<file path="config.mk">
export PLATFORM = sky130hd
export DESIGN_NAME = seq_detect_moore_param
export DESIGN_NICKNAME = d
export VERILOG_FILES = /design/src/rtl/seq_detect_moore_param.sv
export SDC_FILE = /design/constraint.sdc
export NUM_CORES = 1
export LEC_CHECK = 0
export CAP_MARGIN = 20
export CORE_AREA = 2 2 39 41
export CTS_BUF_LIST = sky130_fd_sc_hd__clkbuf_16
export DETAILED_ROUTE_END_ITERATION = 16
export DIE_AREA = 0 0 41 43
export PLACE_DENSITY = 0.43
export SLEW_MARGIN = 20
export SYNTH_ARGS = -nofsm -noshare
export SYNTH_HDL_FRONTEND = slang
export SYNTH_SLANG_ARGS = --single-unit
export TNS_END_PERCENT = 100
</file>
<file path="constraint.sdc">
create_clock -name clk -period 2.5 [get_ports clk]
set_clock_uncertainty 0.2 [all_clocks]
set_input_delay 0.375 -clock clk [delete_from_list [all_inputs] [get_ports clk]]
set_output_delay 0.375 -clock clk [all_outputs]
set_load 0.01 [all_outputs]
</file>
<file path="src/rtl/seq_detect_moore_param.sv">
// Moore serial pattern detector for an arbitrary PAT_LEN-bit pattern, overlapping or not.
// Define SEQ_DETECT_MATCH_CNT_EN to build the saturating match counter; otherwise match_cnt is 0.
module seq_detect_moore_param #(
  parameter int unsigned        PAT_LEN = 5,
  parameter logic [PAT_LEN-1:0] PATTERN = 5'b11011,
  parameter bit                 OVERLAP = 1'b1,
  parameter int unsigned        CNT_W   = 8
) (
  input  logic             clk,
  input  logic             rst,
  input  logic             en,
  input  logic             in,
  input  logic             clr_cnt,
  output logic             out,
  output logic [CNT_W-1:0] match_cnt
);
  localparam int unsigned   KW     = $clog2(PAT_LEN + 1);
  localparam int unsigned   TW     = (PAT_LEN + 1) * 2 * KW;
  localparam logic [KW-1:0] DETECT = KW'(PAT_LEN);

  // P[i]: i-th bit received, MSB of PATTERN first
  function automatic logic pbit(input int i);
    return PATTERN[PAT_LEN-1-i];
  endfunction

  // Next-state table indexed by {k, b}; entry (k*2+b) holds the next k.
  function automatic logic [TW-1:0] build_tbl();
    logic [TW-1:0]    t;
    logic [PAT_LEN:0] s;
    int               nxt;
    bit               ok;
    t = '0;
    s = '0;
    for (int k = 0; k <= int'(PAT_LEN); k++) begin
      for (int b = 0; b < 2; b++) begin
        nxt = 0;
        if (k < int'(PAT_LEN) && (b[0] == pbit(k))) begin
          nxt = k + 1;
        end else if (k == int'(PAT_LEN) && !OVERLAP) begin
          nxt = (b[0] == pbit(0)) ? 1 : 0;
        end else begin
          // s = P[0..k-1],b ; keep the longest proper suffix that is a prefix of P
          for (int i = 0; i <= int'(PAT_LEN); i++) begin
            if (i < k) s[i] = pbit(i);
            else       s[i] = b[0];
          end
          for (int j = 1; j <= k; j++) begin
            ok = 1'b1;
            for (int i = 0; i < j; i++)
              if (s[k+1-j+i] != pbit(i)) ok = 1'b0;
            if (ok) nxt = j;
          end
        end
        t[(k*2+b)*KW +: KW] = nxt[KW-1:0];
      end
    end
    return t;
  endfunction

  localparam logic [TW-1:0] NXT_TBL = build_tbl();

  logic [KW-1:0] k_q, k_d;

  always_ff @(posedge clk or negedge rst) begin
    if (!rst) k_q <= '0;
    else      k_q <= k_d;
  end

  always_comb begin
    k_d = k_q;
    if (en) begin
      k_d = '0;
      for (int s = 0; s <= int'(PAT_LEN); s++)
        if (k_q == s[KW-1:0]) k_d = NXT_TBL[(s*2 + int'(in))*KW +: KW];
    end
  end

  assign out = (k_q == DETECT);

`ifdef SEQ_DETECT_MATCH_CNT_EN
  logic [CNT_W-1:0] cnt_q, cnt_d;
  logic             inc;

  always_ff @(posedge clk or negedge rst) begin
    if (!rst) cnt_q <= '0;
    else      cnt_q <= cnt_d;
  end

  // A clear coinciding with a match leaves 1 so that match is still counted
  always_comb begin
    inc   = en && (k_d == DETECT);
    cnt_d = cnt_q;
    if (clr_cnt)                     cnt_d = inc ? CNT_W'(1) : '0;
    else if (inc && (cnt_q != '1))   cnt_d = cnt_q + CNT_W'(1);
  end

  assign match_cnt = cnt_q;
`else
  logic unused_clr;
  assign unused_clr = clr_cnt;
  assign match_cnt  = '0;
`endif

endmodule

</file>
==> qor.yml, run 1 <==
cts_buffers: 3
dieWidth_um: 41
intPower_uw: 303.1
wl_per_cell_um: 8.400
clkTransAtPathRegs_ns: 0.03
min_period_ns: 1.951
cp_num_buf_inv: 1
rsz0062_at_grt: "no"
drive_above_1_share: 0.08824
yosysWarnings: 0
met1_usage: 0.06774
p_leak_uw: 0.0001587
top_regs: "k_q x3"
ant_nets: 0
grtUsageMet3: 0.02094
grtUsageTotal: 0.05427
nets: 40
period_share: 0.7804
rows: 14
cts_tree: "done"
tns_ns: 0
end_kind: "primary output"
setup-violations-final: 0
peakVddDrop_mv: 0.4915
max_stage_delay_ns: 0.54
gp_congestion: 0.7151
p_sw_uw: 98.12
clock_path_buffers: 2
antenna_found_initial: 0
diodes: 0
largest-register: "k_q"
numPortBuffers: 4
htreeDepth: 1
die_h_um: 43
grt_max_degree: 8
vias_per_cell: 3.800
first_pass_iters: 4
criticalPathCategory: "flip-flop to primary output"
crit_arrival_ns: 1.38
netlist_area_um2: 234.0
hold_slack_ns: 0.1343
yosysUniqueCellTypes: 15
gr-total-overflow: 0
netSwitchingFraction: 0.2446
start_util: 0.1691
drv_slew: 0
cp.required_ns: 1.92
critical_path.cell_chain: "nand2_1, nor2_1, clkdlybuf4s50_1"
grt_first_pass_wirelength_um: 579
coreArea_mm2: 0.001384
combPwrFrac: 0.138
grt_pass1_vias: 144
grtUsageMet2: 0.05313
ys_ff_latch: 3
largest_reg_flops: 3
syn_area_per_cell_um2: 8.666
clkSinkCount: 3
yosysSeqAreaShare: 0.3209
r2r_slack_ns: 1.28
wirelength_um: 420
busiest_layer: "met4"
clkPwrFrac: 0.623
clk_latency_ns: 0.22
nFillCells: 153
cp_max_fo: 7
cts_resized: 0
place_hpwl_um: 283.5
final_hold_viol_count: 0
cts_setup_buffers: 0
cp-start-kind: "flip-flop"
die_area_mm2: 0.001763
outcome: "finished clean"
vias: 190
first_iter_violations: 9
syn_to_final_growth_pct: 44.92
syn-instance-count: 27
io-pin-count: 14
cts-root-buf: "clkbuf_16"
drv_cap: 0
cp_top_family: "buffers and inverters"
pwr-share-seq: 0.239
cp_slowest_cell: "clkdlybuf4s50_1"
max_freq_ghz: 0.5125
p_per_area_mw_per_mm2: 1183
ctsHoldBuffers: 0
drt_drc_violations_left: 0
hold_path.class: "input port to asynchronous set/reset pin"
## worst reg2reg max path, stage by stage, from the launching register on
cell	delay, ns
dfrtp_1	0.42
nor4b_1	0.32
mux2i_1	0.11
o21ai_1	0.08
## power groups by stage
stage                     logic, uW  clock network (uW)  registers (uW)
after floorplan                50.7                   0            87.5
after global placement         54.7                   0            96.5
after detailed placement       55.4                   0            95.7
after CTS                      55.7                 252            94.8
after global routing           64.0                 257            99.6
final                          55.2                 250            95.9
## cells by family after synthesis
kind of cell | count (synthesis) | share of synthesized area
mux | 1 | 0.04278
flops | 3 | 0.3208
buf+inv | 9 | 0.2727
simple gates | 6 | 0.1551
other cells | 1 | 0.01603
compound gates | 7 | 0.1925
## layer usage
layer  share of wire  vias to the layer above
li1                -                       93
met1            0.42                       82
met2            0.42                       13
met3            0.12                        2
met4           0.033                        0
met5               0                        -
## worst paths after layout
path                        start      to  depth (start not counted)
setup reg to reg           k_q[0]  k_q[0]                          3
hold reg to reg            k_q[1]  k_q[0]                          1
hold / removal                rst  k_q[2]                          1
min in group clk           k_q[1]  k_q[0]                          1
setup / recovery           k_q[0]     out                          3
max in group asynchronous     rst  k_q[0]                          1
## synthesized netlist by cell type (all sizes together)
| cell type | count | share of area |
|---|---|---|
| buf | 8 | 0.26 |
| o21ai | 4 | 0.086 |
| dfrtp | 3 | 0.32 |
| nand2 | 2 | 0.032 |
| a22o | 1 | 0.037 |
| and4b | 1 | 0.043 |
| conb | 1 | 0.016 |
| inv | 1 | 0.016 |
| mux2i | 1 | 0.043 |
| nand2b | 1 | 0.027 |
| nor2 | 1 | 0.016 |
| nor4b | 1 | 0.037 |
| o211ai | 1 | 0.032 |
| o22a | 1 | 0.037 |
## layout make-up
class                           count  area, um2  share of cell area
Multi-Input combinational cell     22      121.4              0.3579
Clock inverter                      1      3.754             0.01107
Inverter                            1      3.754             0.01107
Sequential cell                     3      75.07              0.2214
Tap cell                           16      20.02             0.05904
Timing Repair Buffer                4      40.04              0.1181
Clock buffer                        3      75.07              0.2214
## through the flow
step / worst slack [ns] / power, uW / area (um2) / instances / utilization
floorplan: 1.296 / 138.2 / 260.3 / 34 / -
global placement: 0.7790 / 151.1 / 260.3 / 46 / 0.1881
detailed placement: 0.7849 / 151.1 / 260.3 / 46 / 0.1881
CTS: 0.5367 / 402.8 / 339.1 / 50 / 0.2450
global route: 0.4571 / 420.2 / 339.1 / 50 / 0.2450
finish: 0.5489 / 401.2 / 339.1 / 50 / 0.2450
## placed cells by master, fill, tap and decap left out
| master | n |
|---|---|
| conb_1 | 8 |
| clkdlybuf4s50_1 | 4 |
| clkbuf_16 | 3 |
| dfrtp_1 | 3 |
| nand2_1 | 2 |
| o21ai_0 | 2 |
| inv_1 | 2 |
| o21ai_1 | 2 |
| nor2_1 | 1 |
| o211ai_1 | 1 |
| nand2b_1 | 1 |
| o22a_1 | 1 |
| nor4b_1 | 1 |
| mux2i_1 | 1 |
| and4b_1 | 1 |
| a22o_1 | 1 |
(Power assumes the default switching activity.)
==> run 2: changes to the inputs <==
--- a/config.mk
+++ b/config.mk
@@ -10,7 +10,7 @@
 export CTS_BUF_LIST = sky130_fd_sc_hd__clkbuf_16
 export DETAILED_ROUTE_END_ITERATION = 16
 export DIE_AREA = 0 0 41 43
-export PLACE_DENSITY = 0.43
+export PLACE_DENSITY = 0.44
 export SLEW_MARGIN = 20
 export SYNTH_ARGS = -nofsm -noshare
 export SYNTH_HDL_FRONTEND = slang
==> constraint.sdc (replaced) <==
create_clock -name clk -period 1.7 [get_ports clk]
set_clock_uncertainty 0.2 [all_clocks]
set_input_delay 0.255 -clock clk [delete_from_list [all_inputs] [get_ports clk]]
set_output_delay 0.255 -clock clk [all_outputs]
set_load 0.01 [all_outputs]
==> run 2 against run 1 <==
Compared with the run above: utilization increased by 1.5 points; register-to-register slack got worse by 0.86 ns; hold slack got worse by 0.12 ns; count of clock-buffer cells in the layout unchanged; routed wire length increased by 7.4%; sequential share of layout area decreased by 1.3 points; combinational power increased to 2.7 times the previous value; die area unchanged; power increased by 55%; via count increased by 3.2%; sequential power increased by 17%; cell area increased by 6.3%; critical path type unchanged; critical endpoint unchanged.
==> qor.yml, run 2 (synthesis gave the netlist of run 1 again) <==
outcome: "finished clean"
start_util: 0.1691  # unchanged
min_period_ns: 1.470
grt_first_pass_wirelength_um: 738  # +27%
clk_latency_ns: 0.22  # about the same
nFillCells: 155  # +1.3%
rsz0062_at_grt: "no"
io-pin-count: 14  # unchanged
final_hold_viol_count: 0  # unchanged
first_iter_violations: 3  # -6
drive_above_1_share: 0.1622  # +0.07393
ant_nets: 0  # unchanged
clkSinkCount: 3  # unchanged
layout.cells.most_common: "conb_1"
dp_slack_ns: 0.1859  # -0.5990 ns
setup-violations-final: 0  # unchanged
antenna_found_initial: 0  # unchanged
final_cell_mix: "8 x conb_1, 3 x clkbuf_16, 3 x clkdlybuf4s50_1, 3 x dfrtp_1, 3 x buf_4"
multi_input_area_um2: 121.4  # unchanged
syn_to_final_growth_pct: 54.01
period_share: 0.8646
largest_reg_flops: 3  # unchanged
setup_slack_ns: 0.2302  # -0.3187 ns
cp_max_fo: 2  # -5
grtUsageTotal: 0.06942  # +0.01515
coreArea_mm2: 0.001384  # unchanged
final-seq-area_um2: 75.07  # unchanged
clkTransAtPathRegs_ns: 0.03  # about the same
dieWidth_um: 41  # unchanged
top_regs: "k_q x3"
critical_path.cell_chain: "nand2_1, nor2_1, dlygate4sd2_1"
gr-total-overflow: 0  # unchanged
first_pass_iters: 2  # -2
hold_path.class: "input port to asynchronous set/reset pin"
cts_tree: "done"
max_stage_delay_ns: 0.33  # -0.21 ns
p_leak_uw: 0.0001791  # +13%
drv_slew: 0  # unchanged
grt_pass1_vias: 175  # +22%
cp.required_ns: 1.24  # -0.68 ns
tns_ns: 0  # unchanged
p_per_area_mw_per_mm2: 1729  # +46%
rows: 14  # unchanged
htreeDepth: 1  # unchanged
vias_per_cell: 3.698  # -2.7%
die_h_um: 43  # unchanged
clock_path_buffers: 2  # unchanged
diodes: 0  # unchanged
wirelength_um: 451  # +7.4%
cts-root-buf: "clkbuf_16"
max_freq_ghz: 0.6804
numPortBuffers: 4  # unchanged
drv_cap: 0  # unchanged
gp_congestion: 0.7728  # +8.1%
nets: 43  # +7.5%
largest-register: "k_q"
vias: 196  # +3.2%
peakVddDrop_mv: 0.6643  # +35%
criticalPathCategory: "flip-flop to primary output"
cp_slowest_cell: "dfrtp_1"
grt_max_degree: 7  # -1
crit_arrival_ns: 1.01  # -0.37 ns
drt_drc_violations_left: 0  # unchanged
end_kind: "primary output"
cp-start-kind: "flip-flop"
cts_setup_buffers: 0  # unchanged
wl_per_cell_um: 8.509  # +1.3%
die_area_mm2: 0.001763  # unchanged
cts_buffers: 3  # unchanged
## run 2: power breakdown
group,internal (uW),leakage (uW),switching (uW)
clock,303,0.0000423,59.5
sequential,98.4,0.0000392,14.0
combinational,75.3,0.0000975,73.1
## run 2: path summary, 6_finish.rpt
| check | start | end | slack [ns] | depth (start not counted) |
|---|---|---|---|---|
| max | k_q[0] | out | 0.23 | 3 |
| min | rst | k_q[1] | 0.02 | 1 |
| max reg2reg | k_q[0] | k_q[0] | 0.42 | 4 |
| min reg2reg | k_q[1] | k_q[0] | 0.40 | 2 |
| max in group asynchronous | rst | k_q[0] | 1.13 | 1 |
| min in group clk | k_q[1] | k_q[0] | 0.40 | 2 |
## run 2: per-layer routing
| metal | wire length (um) | vias up | global-route usage | part of all wire |
|---|---|---|---|---|
| li1 | - | 97 | - | - |
| met3 | 55 | 0 | 0.06283 | 0.12 |
| met2 | 182 | 10 | 0.07188 | 0.40 |
| met5 | 0 | - | 0 | 0 |
| met4 | 0 | 0 | 0.04000 | 0 |
| met1 | 213 | 89 | 0.09061 | 0.47 |
## run 2: area by class of cell
cell class                      instances  area share
Timing Repair Buffer                    7      0.1701
Inverter                                1     0.01042
Tap cell                               16     0.05556
Clock buffer                            3      0.2083
Clock inverter                          1     0.01042
Sequential cell                         3      0.2083
Multi-Input combinational cell         22      0.3368
## run 2: what timing repair did
item,in CTS,in global routing
hold buffers,0,0
gates resized for setup,1,0
endpoints found under the setup margin,1,0
hold endpoints to repair,0,0
## run 2: critical path, delay by kind of cell (launching register included)
family	cells	cell delay (ns)
AND/OR/NAND/NOR	2	0.18
flip-flops	1	0.33
buffers and inverters	1	0.28
## run 2: through the flow
| step | cells | util | instance area [um2] | hold slack [ns] | total power, uW |
|---|---|---|---|---|---|
| floorplan | 34 | - | 260.3 | -0.2406 | 203.2 |
| global placement | 49 | 0.2043 | 282.8 | 0.2534 | 264.0 |
| global route | 53 | 0.2604 | 360.3 | 0.02797 | 669.0 |
| CTS | 53 | 0.2604 | 360.3 | 0.01831 | 633.7 |
| finish | 53 | 0.2604 | 360.3 | 0.01897 | 623.2 |
| detailed placement | 49 | 0.2043 | 282.8 | 0.2507 | 264.0 |
==> run 3: changes to the inputs <==
--- a/config.mk
+++ b/config.mk
@@ -10,8 +10,9 @@
 export CTS_BUF_LIST = sky130_fd_sc_hd__clkbuf_16
 export DETAILED_ROUTE_END_ITERATION = 16
 export DIE_AREA = 0 0 41 43
+export HOLD_SLACK_MARGIN = 0.03
 export PLACE_DENSITY = 0.44
-export SLEW_MARGIN = 20
+export SLEW_MARGIN = 10
 export SYNTH_ARGS = -nofsm -noshare
 export SYNTH_HDL_FRONTEND = slang
 export SYNTH_SLANG_ARGS = --single-unit
==> run 3 against run 2 <==
Compared with the run above: non-clock buffer count increased by 1; first-iteration DRC count did not move; global-route usage did not move; highest routed layer unchanged.
==> qor.yml, run 3 (synthesis gave the netlist of run 1 again) <==
cts-root-buf: "clkbuf_16"
drive_above_1_share: 0.1579  # -0.004267
nets: 44  # +2.3%
netSwitchingFraction: 0.2352  # about the same
largest_reg_flops: 3  # unchanged
setup-violations-final: 0  # unchanged
intPower_uw: 478.1  # +0.32%
clkPwrFrac: 0.580  # about the same
die_area_mm2: 0.001763  # unchanged
hold_path.class: "flip-flop to flip-flop"
cts_tree: "done"
cp-start-kind: "flip-flop"
grt_max_degree: 7  # unchanged
cp_slowest_cell: "dfrtp_1"
ant_nets: 0  # unchanged
drv_slew: 0  # unchanged
cts_setup_buffers: 0  # unchanged
critical_path.cell_chain: "nand2_1, nor2_1, dlygate4sd2_1"
die_h_um: 43  # unchanged
numPortBuffers: 4  # unchanged
period_share: 0.8646  # about the same
min_period_ns: 1.470  # -0.000001000 ns
outcome: "finished clean"
dieWidth_um: 41  # unchanged
htreeDepth: 1  # unchanged
grt_first_pass_wirelength_um: 738  # unchanged
clkSinkCount: 3  # unchanged
syn_to_final_growth_pct: 58.29
cts_buffers: 3  # unchanged
layout.cells.most_common: "conb_1"
vias: 198  # +1.0%
combPwrFrac: 0.240  # +0.002
p_per_area_mw_per_mm2: 1688  # -2.4%
cp_max_fo: 2  # unchanged
coreArea_mm2: 0.001384  # unchanged
p_sw_uw: 147.1  # +0.30%
start_util: 0.1691  # unchanged
crit_arrival_ns: 1.01  # about the same
clock_path_buffers: 2  # unchanged
gp_congestion: 0.7728  # unchanged
grtUsageTotal: 0.06942  # unchanged
wirelength_um: 454  # +0.67%
final_hold_viol_count: 0  # unchanged
cp_num_buf_inv: 1  # unchanged
rsz0062_at_grt: "no"
nFillCells: 154  # -0.65%
max_freq_ghz: 0.6804  # about the same
cp.required_ns: 1.24  # about the same
final_cell_mix: "8 x conb_1, 3 x clkbuf_16, 3 x clkdlybuf4s50_1, 3 x dfrtp_1, 3 x buf_4"
largest-register: "k_q"
drt_drc_violations_left: 0  # unchanged
top_regs: "k_q x3"
diodes: 0  # unchanged
grt_pass1_vias: 175  # unchanged
rows: 14  # unchanged
first_pass_iters: 2  # unchanged
vias_per_cell: 3.667  # -0.85%
first_iter_violations: 3  # unchanged
wl_per_cell_um: 8.407  # -1.2%
peakVddDrop_mv: 0.6666  # +0.34%
clkTransAtPathRegs_ns: 0.03  # about the same
cp_top_family: "flip-flops"
layoutNonFillerInstCount: 54  # +1.9%
tns_ns: 0  # unchanged
drv_cap: 0  # unchanged
gr-total-overflow: 0  # unchanged
pwr-share-seq: 0.180  # about the same
end_kind: "primary output"
p_leak_uw: 0.0001832  # +2.3%
io-pin-count: 14  # unchanged
antenna_found_initial: 0  # unchanged
max_stage_delay_ns: 0.33  # about the same
clk_latency_ns: 0.22  # about the same
dpl.cell_count: 49  # unchanged
criticalPathCategory: "flip-flop to primary output"
## run 3: cell count changes in the layout (fill, tap and decap cells not counted), sizes merged
cell,change
dlygate4sd3,+1
## run 3: per-layer routing
metal  global-route usage  vias up  part of all wire
li1                     -       99                 -
met1              0.09061       89              0.48
met2              0.07188       10              0.40
met3              0.06283        0              0.11
met4              0.04000        0                 0
met5                    0        -                 0
## run 3: power by group through the flow
stage | registers [uW] | clock network, uW | logic, uW
2_1_floorplan | 129 | 0 | 74.5
3_3_place_gp | 113 | 0 | 151
3_5_place_dp | 114 | 0 | 150
4_1_cts | 113 | 372 | 151
5_1_grt | 115 | 387 | 169
6_report | 112 | 363 | 150
## run 3: area by class of cell
class                           count  area, um2  area share
Inverter                            1      3.754     0.01014
Timing Repair Buffer                8      71.32      0.1926
Tap cell                           16      20.02     0.05405
Multi-Input combinational cell     22      121.4      0.3277
Sequential cell                     3      75.07      0.2027
Clock buffer                        3      75.07      0.2027
Clock inverter                      1      3.754     0.01014
## run 3: tightest hold or removal path, stage by stage, from the launching register on
cell	delay [ns]
dfrtp_1	0.34
buf_4	0.14
o21ai_1	0.07
## run 3: worst paths after layout
path	cells past startpoint	start	endpoint	slack (ns)
setup / recovery	3	k_q[0]	out	0.23
hold / removal	2	k_q[1]	k_q[0]	0.40
setup reg to reg	4	k_q[0]	k_q[0]	0.42
hold reg to reg	2	k_q[1]	k_q[0]	0.40
max in group asynchronous	2	rst	k_q[0]	0.59
min in group asynchronous	2	rst	k_q[1]	0.56
## run 3: stage by stage
stage	setup slack [ns]	util	power (uW)	hold WS [ns]	instance area (um2)
4_1_cts	0.2161	0.2676	635.6	0.4061	370.4
3_5_place_dp	0.1859	0.2043	264.0	0.2507	282.8
5_1_grt	0.1588	0.2676	670.9	0.4363	370.4
3_3_place_gp	0.1595	0.2043	264.0	0.2534	282.8
6_report	0.2303	0.2676	625.1	0.4012	370.4
2_1_floorplan	0.5763	-	203.2	-0.2406	260.3
## run 3: what timing repair did
| item | CTS | global route |
|---|---|---|
| hold buffers | 1 | 0 |
| setup endpoints to repair | 1 | 0 |
| resized for setup | 1 | 0 |
| hold endpoints to repair | 3 | 0 |
